**src/rtl/ifb_axi_rd_bridge_pkg.sv**
```systemverilog
// Shared encodings for the instruction-fetch burst to AXI read bridge.
// FSM states, AXI burst/resp codes and the 8-byte beat size code.
package ifb_axi_rd_bridge_pkg;

  typedef enum logic [1:0] {
    IFB_IDLE  = 2'd0,
    IFB_AR    = 2'd1,
    IFB_RDATA = 2'd2,
    IFB_DONE  = 2'd3
  } ifb_state_e;

  localparam logic [1:0] SIZE_D         = 2'b11;
  localparam logic [1:0] AXI_BURST_INCR = 2'b01;
  localparam logic [1:0] AXI_RESP_OKAY  = 2'b00;

  // Index of the final beat; len 2'b00 encodes 4 beats, so it wraps to 3.
  function automatic logic [1:0] last_beat(input logic [1:0] len);
    return len - 2'd1;
  endfunction

endpackage

```
**src/rtl/ifb_axi_rd_bridge_if.sv**
```systemverilog
// Icache burst request side plus AXI4 AR/R channels of the fetch bridge.
// slave = bridge view, master = icache/memory environment view.
interface ifb_axi_rd_bridge_if #(
  parameter int ADDR_W = 64
);

  logic              if_burst_valid;
  logic [ADDR_W-5:0] if_burst_addr;
  logic [1:0]        if_burst_len;
  logic [1:0]        if_burst_size;
  logic              if_burst_ready;
  logic [63:0]       if_burst_data;
  logic              if_burst_err;

  logic              ar_valid;
  logic              ar_ready;
  logic [ADDR_W-1:0] ar_addr;
  logic [3:0]        ar_id;
  logic [7:0]        ar_len;
  logic [2:0]        ar_size;
  logic [1:0]        ar_burst;

  logic              r_valid;
  logic [63:0]       r_data;
  logic [1:0]        r_resp;
  logic              r_last;
  logic              r_ready;

  modport slave (
    input  if_burst_valid, if_burst_addr,
    input  if_burst_len, if_burst_size,
    output if_burst_ready, if_burst_data,
    output if_burst_err,
    output ar_valid, ar_addr, ar_id,
    output ar_len, ar_size, ar_burst,
    input  ar_ready,
    input  r_valid, r_data, r_resp, r_last,
    output r_ready
  );

  modport master (
    output if_burst_valid, if_burst_addr,
    output if_burst_len, if_burst_size,
    input  if_burst_ready, if_burst_data,
    input  if_burst_err,
    input  ar_valid, ar_addr, ar_id,
    input  ar_len, ar_size, ar_burst,
    output ar_ready,
    output r_valid, r_data, r_resp, r_last,
    input  r_ready
  );

endinterface

```
**src/rtl/ifb_axi_rd_bridge.sv**
```systemverilog
// Fetch burst responder: one icache line request -> one AXI4 INCR read.
// Optional macro IFB_RRESP_ERR_EN enables the sticky if_burst_err flag.
module ifb_axi_rd_bridge
  import ifb_axi_rd_bridge_pkg::*;
#(
  parameter logic [3:0] AXI_ID = 4'h0,
  parameter int         ADDR_W = 64
) (
  input logic               cpu_clk_50M,
  input logic               cpu_rst,
  ifb_axi_rd_bridge_if.slave bus
);

  ifb_state_e        r_state;
  ifb_state_e        w_state_nxt;
  logic [ADDR_W-5:0] r_addr;
  logic [1:0]        r_len;
  logic [1:0]        r_size;
  logic [1:0]        r_cnt;
  logic              r_pulse;
  logic [63:0]       r_data;

  logic              w_start;
  logic              w_in_ar;
  logic              w_beat;
  logic [1:0]        w_last_idx;
  logic              w_is_last;

  assign w_start    = (r_state == IFB_IDLE)
                    & bus.if_burst_valid;
  assign w_in_ar    = (r_state == IFB_AR);
  assign w_beat     = (r_state == IFB_RDATA)
                    & bus.r_valid;
  assign w_last_idx = last_beat(r_len);
  assign w_is_last  = (r_cnt == w_last_idx);

  // State register; reset abandons any in-flight burst.
  always_ff @(posedge cpu_clk_50M or posedge cpu_rst) begin
    if (cpu_rst) r_state <= IFB_IDLE;
    else         r_state <= w_state_nxt;
  end

  // Next state: ends on beat count only, r_last never terminates.
  always_comb begin
    w_state_nxt = r_state;
    unique case (r_state)
      IFB_IDLE:
        if (bus.if_burst_valid)
          w_state_nxt = IFB_AR;
      IFB_AR:
        if (bus.ar_ready)
          w_state_nxt = IFB_RDATA;
      IFB_RDATA:
        if (w_beat && w_is_last)
          w_state_nxt = IFB_DONE;
      IFB_DONE:
        w_state_nxt = IFB_IDLE;
      default:
        w_state_nxt = IFB_IDLE;
    endcase
  end

  // Capture the request when leaving IDLE; AR payload comes from here.
  always_ff @(posedge cpu_clk_50M or posedge cpu_rst) begin
    if (cpu_rst) begin
      r_addr <= '0;
      r_len  <= '0;
      r_size <= '0;
    end else if (w_start) begin
      r_addr <= bus.if_burst_addr;
      r_len  <= bus.if_burst_len;
      r_size <= bus.if_burst_size;
    end
  end

  // Beat counter, cleared as the burst enters AR.
  always_ff @(posedge cpu_clk_50M or posedge cpu_rst) begin
    if (cpu_rst)     r_cnt <= '0;
    else if (w_start) r_cnt <= '0;
    else if (w_beat)  r_cnt <= r_cnt + 2'd1;
  end

  // One-cycle delayed beat pulse; data is zero outside the pulse.
  always_ff @(posedge cpu_clk_50M or posedge cpu_rst) begin
    if (cpu_rst) begin
      r_pulse <= 1'b0;
      r_data  <= '0;
    end else begin
      r_pulse <= w_beat;
      r_data  <= w_beat ? bus.r_data : '0;
    end
  end

`ifdef IFB_RRESP_ERR_EN
  logic r_err;
  logic w_bad;

  assign w_bad = (bus.r_resp != AXI_RESP_OKAY)
               | (bus.r_last != w_is_last);

  // Sticky per-burst error, cleared as a new burst enters AR.
  always_ff @(posedge cpu_clk_50M or posedge cpu_rst) begin
    if (cpu_rst)               r_err <= 1'b0;
    else if (w_start)          r_err <= 1'b0;
    else if (w_beat && w_bad)  r_err <= 1'b1;
  end

  assign bus.if_burst_err = r_err;
`else
  logic w_unused;

  assign w_unused = ^{bus.r_resp, bus.r_last};
  assign bus.if_burst_err = 1'b0;
`endif

  assign bus.ar_valid = w_in_ar;
  assign bus.ar_addr  = w_in_ar ? {r_addr, 4'b0000}
                                : '0;
  assign bus.ar_id    = w_in_ar ? AXI_ID : 4'h0;
  assign bus.ar_len   = w_in_ar ? {6'b0, w_last_idx}
                                : 8'h00;
  assign bus.ar_size  = w_in_ar ? {1'b0, r_size}
                                : 3'b000;
  assign bus.ar_burst = w_in_ar ? AXI_BURST_INCR
                                : 2'b00;
  assign bus.r_ready  = (r_state == IFB_RDATA);

  assign bus.if_burst_ready = r_pulse;
  assign bus.if_burst_data  = r_data;

endmodule

```
**src/flat_wrapper.sv**
```systemverilog
// flat-port wrapper written by rule: the top's interface ports become plain ports
module ifb_axi_rd_bridge_flat import ifb_axi_rd_bridge_pkg::*;
#(
  parameter logic [3:0] AXI_ID = 4'h0,
  parameter int         ADDR_W = 64
)
  (cpu_clk_50M, cpu_rst, bus_if_burst_valid, bus_if_burst_addr, bus_if_burst_len, bus_if_burst_size, bus_if_burst_ready, bus_if_burst_data, bus_if_burst_err, bus_ar_valid, bus_ar_addr, bus_ar_id, bus_ar_len, bus_ar_size, bus_ar_burst, bus_ar_ready, bus_r_valid, bus_r_data, bus_r_resp, bus_r_last, bus_r_ready);
  ifb_axi_rd_bridge_if #(.ADDR_W(ADDR_W)) bus_i ();
  input logic cpu_clk_50M;
  input logic cpu_rst;
  input wire logic [$bits(bus_i.if_burst_valid)-1:0] bus_if_burst_valid;
  input wire logic [$bits(bus_i.if_burst_addr)-1:0] bus_if_burst_addr;
  input wire logic [$bits(bus_i.if_burst_len)-1:0] bus_if_burst_len;
  input wire logic [$bits(bus_i.if_burst_size)-1:0] bus_if_burst_size;
  output wire logic [$bits(bus_i.if_burst_ready)-1:0] bus_if_burst_ready;
  output wire logic [$bits(bus_i.if_burst_data)-1:0] bus_if_burst_data;
  output wire logic [$bits(bus_i.if_burst_err)-1:0] bus_if_burst_err;
  output wire logic [$bits(bus_i.ar_valid)-1:0] bus_ar_valid;
  output wire logic [$bits(bus_i.ar_addr)-1:0] bus_ar_addr;
  output wire logic [$bits(bus_i.ar_id)-1:0] bus_ar_id;
  output wire logic [$bits(bus_i.ar_len)-1:0] bus_ar_len;
  output wire logic [$bits(bus_i.ar_size)-1:0] bus_ar_size;
  output wire logic [$bits(bus_i.ar_burst)-1:0] bus_ar_burst;
  input wire logic [$bits(bus_i.ar_ready)-1:0] bus_ar_ready;
  input wire logic [$bits(bus_i.r_valid)-1:0] bus_r_valid;
  input wire logic [$bits(bus_i.r_data)-1:0] bus_r_data;
  input wire logic [$bits(bus_i.r_resp)-1:0] bus_r_resp;
  input wire logic [$bits(bus_i.r_last)-1:0] bus_r_last;
  output wire logic [$bits(bus_i.r_ready)-1:0] bus_r_ready;
  assign bus_i.if_burst_valid = bus_if_burst_valid;
  assign bus_i.if_burst_addr = bus_if_burst_addr;
  assign bus_i.if_burst_len = bus_if_burst_len;
  assign bus_i.if_burst_size = bus_if_burst_size;
  assign bus_if_burst_ready = bus_i.if_burst_ready;
  assign bus_if_burst_data = bus_i.if_burst_data;
  assign bus_if_burst_err = bus_i.if_burst_err;
  assign bus_ar_valid = bus_i.ar_valid;
  assign bus_ar_addr = bus_i.ar_addr;
  assign bus_ar_id = bus_i.ar_id;
  assign bus_ar_len = bus_i.ar_len;
  assign bus_ar_size = bus_i.ar_size;
  assign bus_ar_burst = bus_i.ar_burst;
  assign bus_i.ar_ready = bus_ar_ready;
  assign bus_i.r_valid = bus_r_valid;
  assign bus_i.r_data = bus_r_data;
  assign bus_i.r_resp = bus_r_resp;
  assign bus_i.r_last = bus_r_last;
  assign bus_r_ready = bus_i.r_ready;
  ifb_axi_rd_bridge #(.AXI_ID(AXI_ID), .ADDR_W(ADDR_W)) u_core (.cpu_clk_50M(cpu_clk_50M), .cpu_rst(cpu_rst), .bus(bus_i));
endmodule
```
**config.mk**
```make
export PLATFORM = sky130hd
export DESIGN_NAME = ifb_axi_rd_bridge_flat
export DESIGN_NICKNAME = d
export VERILOG_FILES = /design/src/rtl/ifb_axi_rd_bridge_pkg.sv /design/src/rtl/ifb_axi_rd_bridge_if.sv /design/src/rtl/ifb_axi_rd_bridge.sv /design/src/flat_wrapper.sv
export SDC_FILE = /design/constraint.sdc
export NUM_CORES = 1
export LEC_CHECK = 0
export CORE_MARGIN = 5
export CORE_UTILIZATION = 35
export DETAILED_ROUTE_END_ITERATION = 8
export HOLD_SLACK_MARGIN = 0.12
export PLACE_DENSITY = 0.81
export SLEW_MARGIN = 40
export SYNTH_ARGS = -nofsm -noshare
export SYNTH_HDL_FRONTEND = slang
export SYNTH_SLANG_ARGS = --single-unit
export TNS_END_PERCENT = 10
```
**constraint.sdc**
```tcl
create_clock -name cpu_clk_50M -period 6.3 [get_ports cpu_clk_50M]
set_input_delay 1.26 -clock cpu_clk_50M [delete_from_list [all_inputs] [get_ports cpu_clk_50M]]
set_output_delay 1.26 -clock cpu_clk_50M [all_outputs]
set_load 0.005 [all_outputs]
```
* Yosys cells after proc, flatten, opt, wreduce, memory -nomap -nowiden *
Cells that the tools add are included.

cells by class
  $add $sub $neg = 2
  multiply operators = 0
  divide/modulo/power cells = 0
  magnitude comparators = 0
  equal/unequal tests = 7
  shift-type cells = 0
  mux-type cells = 11
  bitwise gates (word level) = 2
  reductions and logical operators = 4

operators with widths
  operator                                                                 count
  64-bit 2-to-1 mux                                                        2
  2-bit 2-to-1 mux                                                         7
  2-bit case mux with 4 select lines                                       1
  2-bit == test, second input constant                                     2
  2-bit inequality test, second input constant                             2
  3-bit AND reduction                                                      1
  2-bit by 1-bit adder with 2-bit output, second input constant            1
  1-bit bitwise AND                                                        2
  2-bit by 1-bit == test with 1-bit output, second input constant          1
  2-bit == test                                                            1
  2-bit zero test                                                          1
  2-bit by 1-bit inequality test with 1-bit output, second input constant  1
  2-bit nonzero test                                                       1
  2-bit by 1-bit subtractor with 2-bit output, second input constant       1
  1-bit logical AND                                                        1
  1-bit 2-to-1 mux                                                         1

word-level totals
  register bits = 133
  latch bits = 0
  memory bits (writable) = 0
  ROM bits = 0
  bits of input ports = 136
  output and inout port bits = 149
  word-level logic and storage cells = 33
  memories kept = 0

* Longest topological paths before layout *
  depth in word-level cells = 5
  depth in mapped cells = 7
  mapped depth without buffers = 6

* Least setup slack after synthesis *
No wires, ideal clock.

  path kind = reg2out
  start point = register u_core.r_state[1]
  end point = output port bus_ar_addr[48]
  arrival time = 1.179 ns
  data required time = 5.040 ns
  setup slack = 3.861 ns
  stages on the path, launching flop included = 6
  path through = dfrtp_1 -> inv_1 -> ha_1 -> clkbuf_2 -> clkbuf_1 -> and2_1

between the ends
  word-level cells in the longest chain between the ends = 2

ends and longest elaborated chain
  item                                      RTL line                  text
  start: declaration                        ifb_axi_rd_bridge.sv:14   ifb_state_e r_state;
  start signal: assignment                  ifb_axi_rd_bridge.sv:40   else r_state <= w_state_nxt;
  2-bit by 1-bit == test with 1-bit output  ifb_axi_rd_bridge.sv:31   assign w_in_ar = (r_state == IFB_AR);
  via bus_ar_valid                          flat_wrapper.sv:18        output wire logic [$bits(bus_i.ar_valid)-1:0] bus_ar_valid;
  64-bit 2-to-1 mux                         ifb_axi_rd_bridge.sv:117  assign bus.ar_addr = w_in_ar ? {r_addr, 4'b0000}
  end: declaration                          flat_wrapper.sv:19        output wire logic [$bits(bus_i.ar_addr)-1:0] bus_ar_addr;

The timed path passes the listed nets, and every way through them passes these cells.

* Worst setup path in the final report *
  start point = register u_core.r_state[1]
  end point = output port bus_ar_len[1]

between the ends
  word-level cells in the longest chain between the ends = 2

ends and longest elaborated chain
  item                                      RTL line                  text
  2-bit by 1-bit == test with 1-bit output  ifb_axi_rd_bridge.sv:31
  2-bit 2-to-1 mux                          ifb_axi_rd_bridge.sv:120  assign bus.ar_len = w_in_ar ? {6'b0, w_last_idx}
  end: declaration                          flat_wrapper.sv:21        output wire logic [$bits(bus_i.ar_len)-1:0] bus_ar_len;

Every way passes these cells.

==> results by group <==
Run status
  – Outcome: complete, no violations

Timing
  – Post-route minimum period: 3.54 ns
  – Slew @ Worst Pin: 0.647 ns
  – Hold_ws: 0.496 ns
  – Final Hold Viols: 0
  – Slew HR: 56.8%
  – Max Clk Rate: 0.283 GHz
  – Fin crit share: 56.2%
  – Setup_tns: 0 ns
  – Final setup fails: 0
  – Final setup skew: between 0.01 and 0.015 ns
  – RSZ-0062 raised after global routing: no
  – Pins Over Slew Limit: 0

Synth
  – Largest family of logic cells by synthesized area: simple AND/OR/NAND/NOR gates
  – Post-Synth Adder-Cell Area: less than 1%
  – Synth Area in Simple Gates: between 10% and 20%
  – Post-synthesis mux area share: 14.1%
  – Seq cells post-synth: 133
  – Synth Area in Compound Gates: 0.663%
  – Sequential area share after synthesis: ~63%
  – Synth cell types: 22
  – Synth warnings: 0
  – Post-synth top area share: between 60% and 70%
  – XOR/XNOR Fraction of Synth Area: 0.663%
  – Largest cells by area after synthesis: dfrtp_1, mux2_2, and3_1
  – Area leader, netlist: dfrtp_1
  – Mapped Area: 5290 sq um
  – Avg Inst Size Synth: 13.4 sq um
  – Cells after Synth: 396

Drt
  – Total wire length: 13700 um
  – DR WL/cell: 16.1 um
  – Routed vias: 3843
  – Via density: 4.51
  – DRC: 0
  – DRT iter0 DRCs: 101
  – Number of routed nets with antenna violations: 0
  – Initial DRT Pass Iterations: 4

Clock network
  – CTS tree: done
  – Clock root buffer: clkbuf_16
  – Clock Path Buffers: 2
  – PostCTS Resize Cnt: 0
  – Hold buffers post-CTS: 0
  – Skew-Pair Late Insertion Delay: about 0.4 ns
  – Setup bufs post-CTS: 0
  – Inserted Clock Buffers: 17
  – Worst-path clk slew: 0.05 ns
  – Clk sink count: 133
  – H-tree Lvls: 4

Power
  – Clock Power Share: between 20% and 30%
  – Comb pwr share: 36.1%
  – Share of power burned in registers: 36.7%
  – Switch share: between 20 and 30%
  – Worst VDD drop: 195 uV
  – Leak: ~3.9 nW
  – Pwr per Cell Area: 401 nW/um^2
  – Internal Power: 2.51 mW
  – Psw: 0.938 mW

Critical path
  – CP Class: flop to primary output
  – Maximum fanout along the worst path: 65
  – Flop2flop setup slack: between 4 and 5 ns
  – CP required: 5.04 ns
  – Worst EP arrival: 2.28 ns
  – Crit path launch type: flop
  – Crit end category: primary output

GRT
  – GR Util met1: between 10% and 20%
  – Gr usage total: 15.8%
  – First-pass GRT wire length: 22000 um
  – Total gr overflow: 0
  – Antenna violations before repair: 0
  – Vias in the first global route: 4213
  – Met3 Use GR: 9.77%
  – Largest net degree at the start of global routing: 83
  – Global routing's busiest layer: met2
  – M2 GR Usage: 25.5%

Die
  – Die Y: 133 um
  – CORE AREA: 15000 sq um
  – Die area: 17700 sq um
  – Number of core rows: 45
  – IO Count: 285
  – Die Wd: ~130 um
  – Initial Utilization: 35.2%

Min path
  – Hold Crit Class: flop to flop

Finish
  – ANT cells: 0
  – Syn-to-layout area delta: 62.5%
  – Most frequent cells in the layout: clkdlybuf4s50_1, dfrtp_1, mux2_2, and3_1, and2_1
  – Nets: approximately 790
  – Share of layout cells above drive strength 1: 15.5%
  – Core Util, Final: roughly 57%
  – Commonest non-fill, non-tap cell in the layout: clkdlybuf4s50_1

Job
  – Max-cap violations: 0

Placed design
  – Placed wire-length estimate: about 10000 um
  – Routability Congestion: between 0.7 and 0.8
  – PortBufs: 264
## sequential cells by signal, summed over array words and instances, names as in the netlist
signal / count
u_core.r_addr: 60
u_core.r_size: 2
u_core.r_len: 2
u_core.bus.if_burst_data: 64
u_core.bus.if_burst_ready: 1
u_core.r_cnt: 2
u_core.r_state: 2
## final timing paths
check	start	to	depth (start not counted)
hold / removal	u_core.r_addr[19]	u_core.r_addr[19]	1
setup reg to reg	u_core.r_state[0]	u_core.r_addr[46]	5
setup / recovery	u_core.r_state[1]	bus_ar_len[1]	5
max in group asynchronous	cpu_rst	u_core.bus.if_burst_data[36]	3
hold reg to reg	u_core.r_addr[19]	u_core.r_addr[19]	1
min in group asynchronous	cpu_rst	u_core.r_addr[36]	2
## worst max-delay path, cell delays in order, from the launching register on
cell	delay, ns
dfrtp_1	0.41
inv_1	0.15
ha_4	0.47
inv_1	0.16
nor2_1	0.14
clkdlybuf4s50_1	0.55
## cell type report
class | count | area [sq um]
clock inverters | 10 | 96.3
repair buffers | 266 | 2660
multi-input cells | 229 | 1780
fillers | 1181 | 6440
clock buffers | 21 | 470
inverters | 5 | 26.3
well taps | 188 | 235
flip-flops and latches | 133 | 3330
## power groups by stage
stage	Combinational, mW	Clock [mW]	Sequential [mW]
2_1_floorplan	0.630	0	1.25
3_3_place_gp	1.22	0	1.26
3_5_place_dp	1.26	0	1.28
4_1_cts	1.27	0.967	1.27
5_1_grt	1.36	1.01	1.30
6_report	1.24	0.939	1.26
## synth_stat cells
| cell type | count |
|---|---|
| nand2_1 | 2 |
| and2_1 | 63 |
| conb_1 | 1 |
| buf_4 | 18 |
| mux2_4 | 1 |
| dfrtp_1 | 133 |
| and3_1 | 64 |
| o22ai_1 | 1 |
| mux2_2 | 64 |
| xnor2_1 | 2 |
| buf_2 | 6 |
| a21oi_2 | 1 |
| o32a_1 | 1 |
| a21oi_1 | 2 |
| xor2_1 | 2 |
| nor2_1 | 2 |
| inv_1 | 5 |
| mux2_1 | 1 |
| clkbuf_2 | 1 |
| ha_1 | 4 |
| clkbuf_1 | 20 |
| nand3b_1 | 2 |
## kinds of logic (layout without fill, tap and decap cells)
family | Yosys count | after routing
flops | 133 | 133
other cells | 1 | 17
compound gates | 5 | 5
fa+ha+maj | 4 | 4
xor+xnor | 4 | 4
mux | 66 | 66
simple gates | 133 | 133
buf+inv | 50 | 302
## stage by stage
step                      cell area, sq um  power, mW  instances  setup WS [ns]
final                                 8590       3.45        852           2.76
after global routing                  8590       3.67        852           2.54
after global placement                8000       2.48        821           2.86
after CTS                             8580       3.50        852           2.53
after detailed placement              8010       2.54        821           2.99
after floorplan                       5350       1.88        412           1.49
## routing by layer
metal  wire length [um]  vias to the layer above
met5                  0                        -
met4                229                        0
met3               1900                       19
met2               6520                      193
met1               5100                     1826
li1                   -                     1805
(Power assumes the default switching activity.)
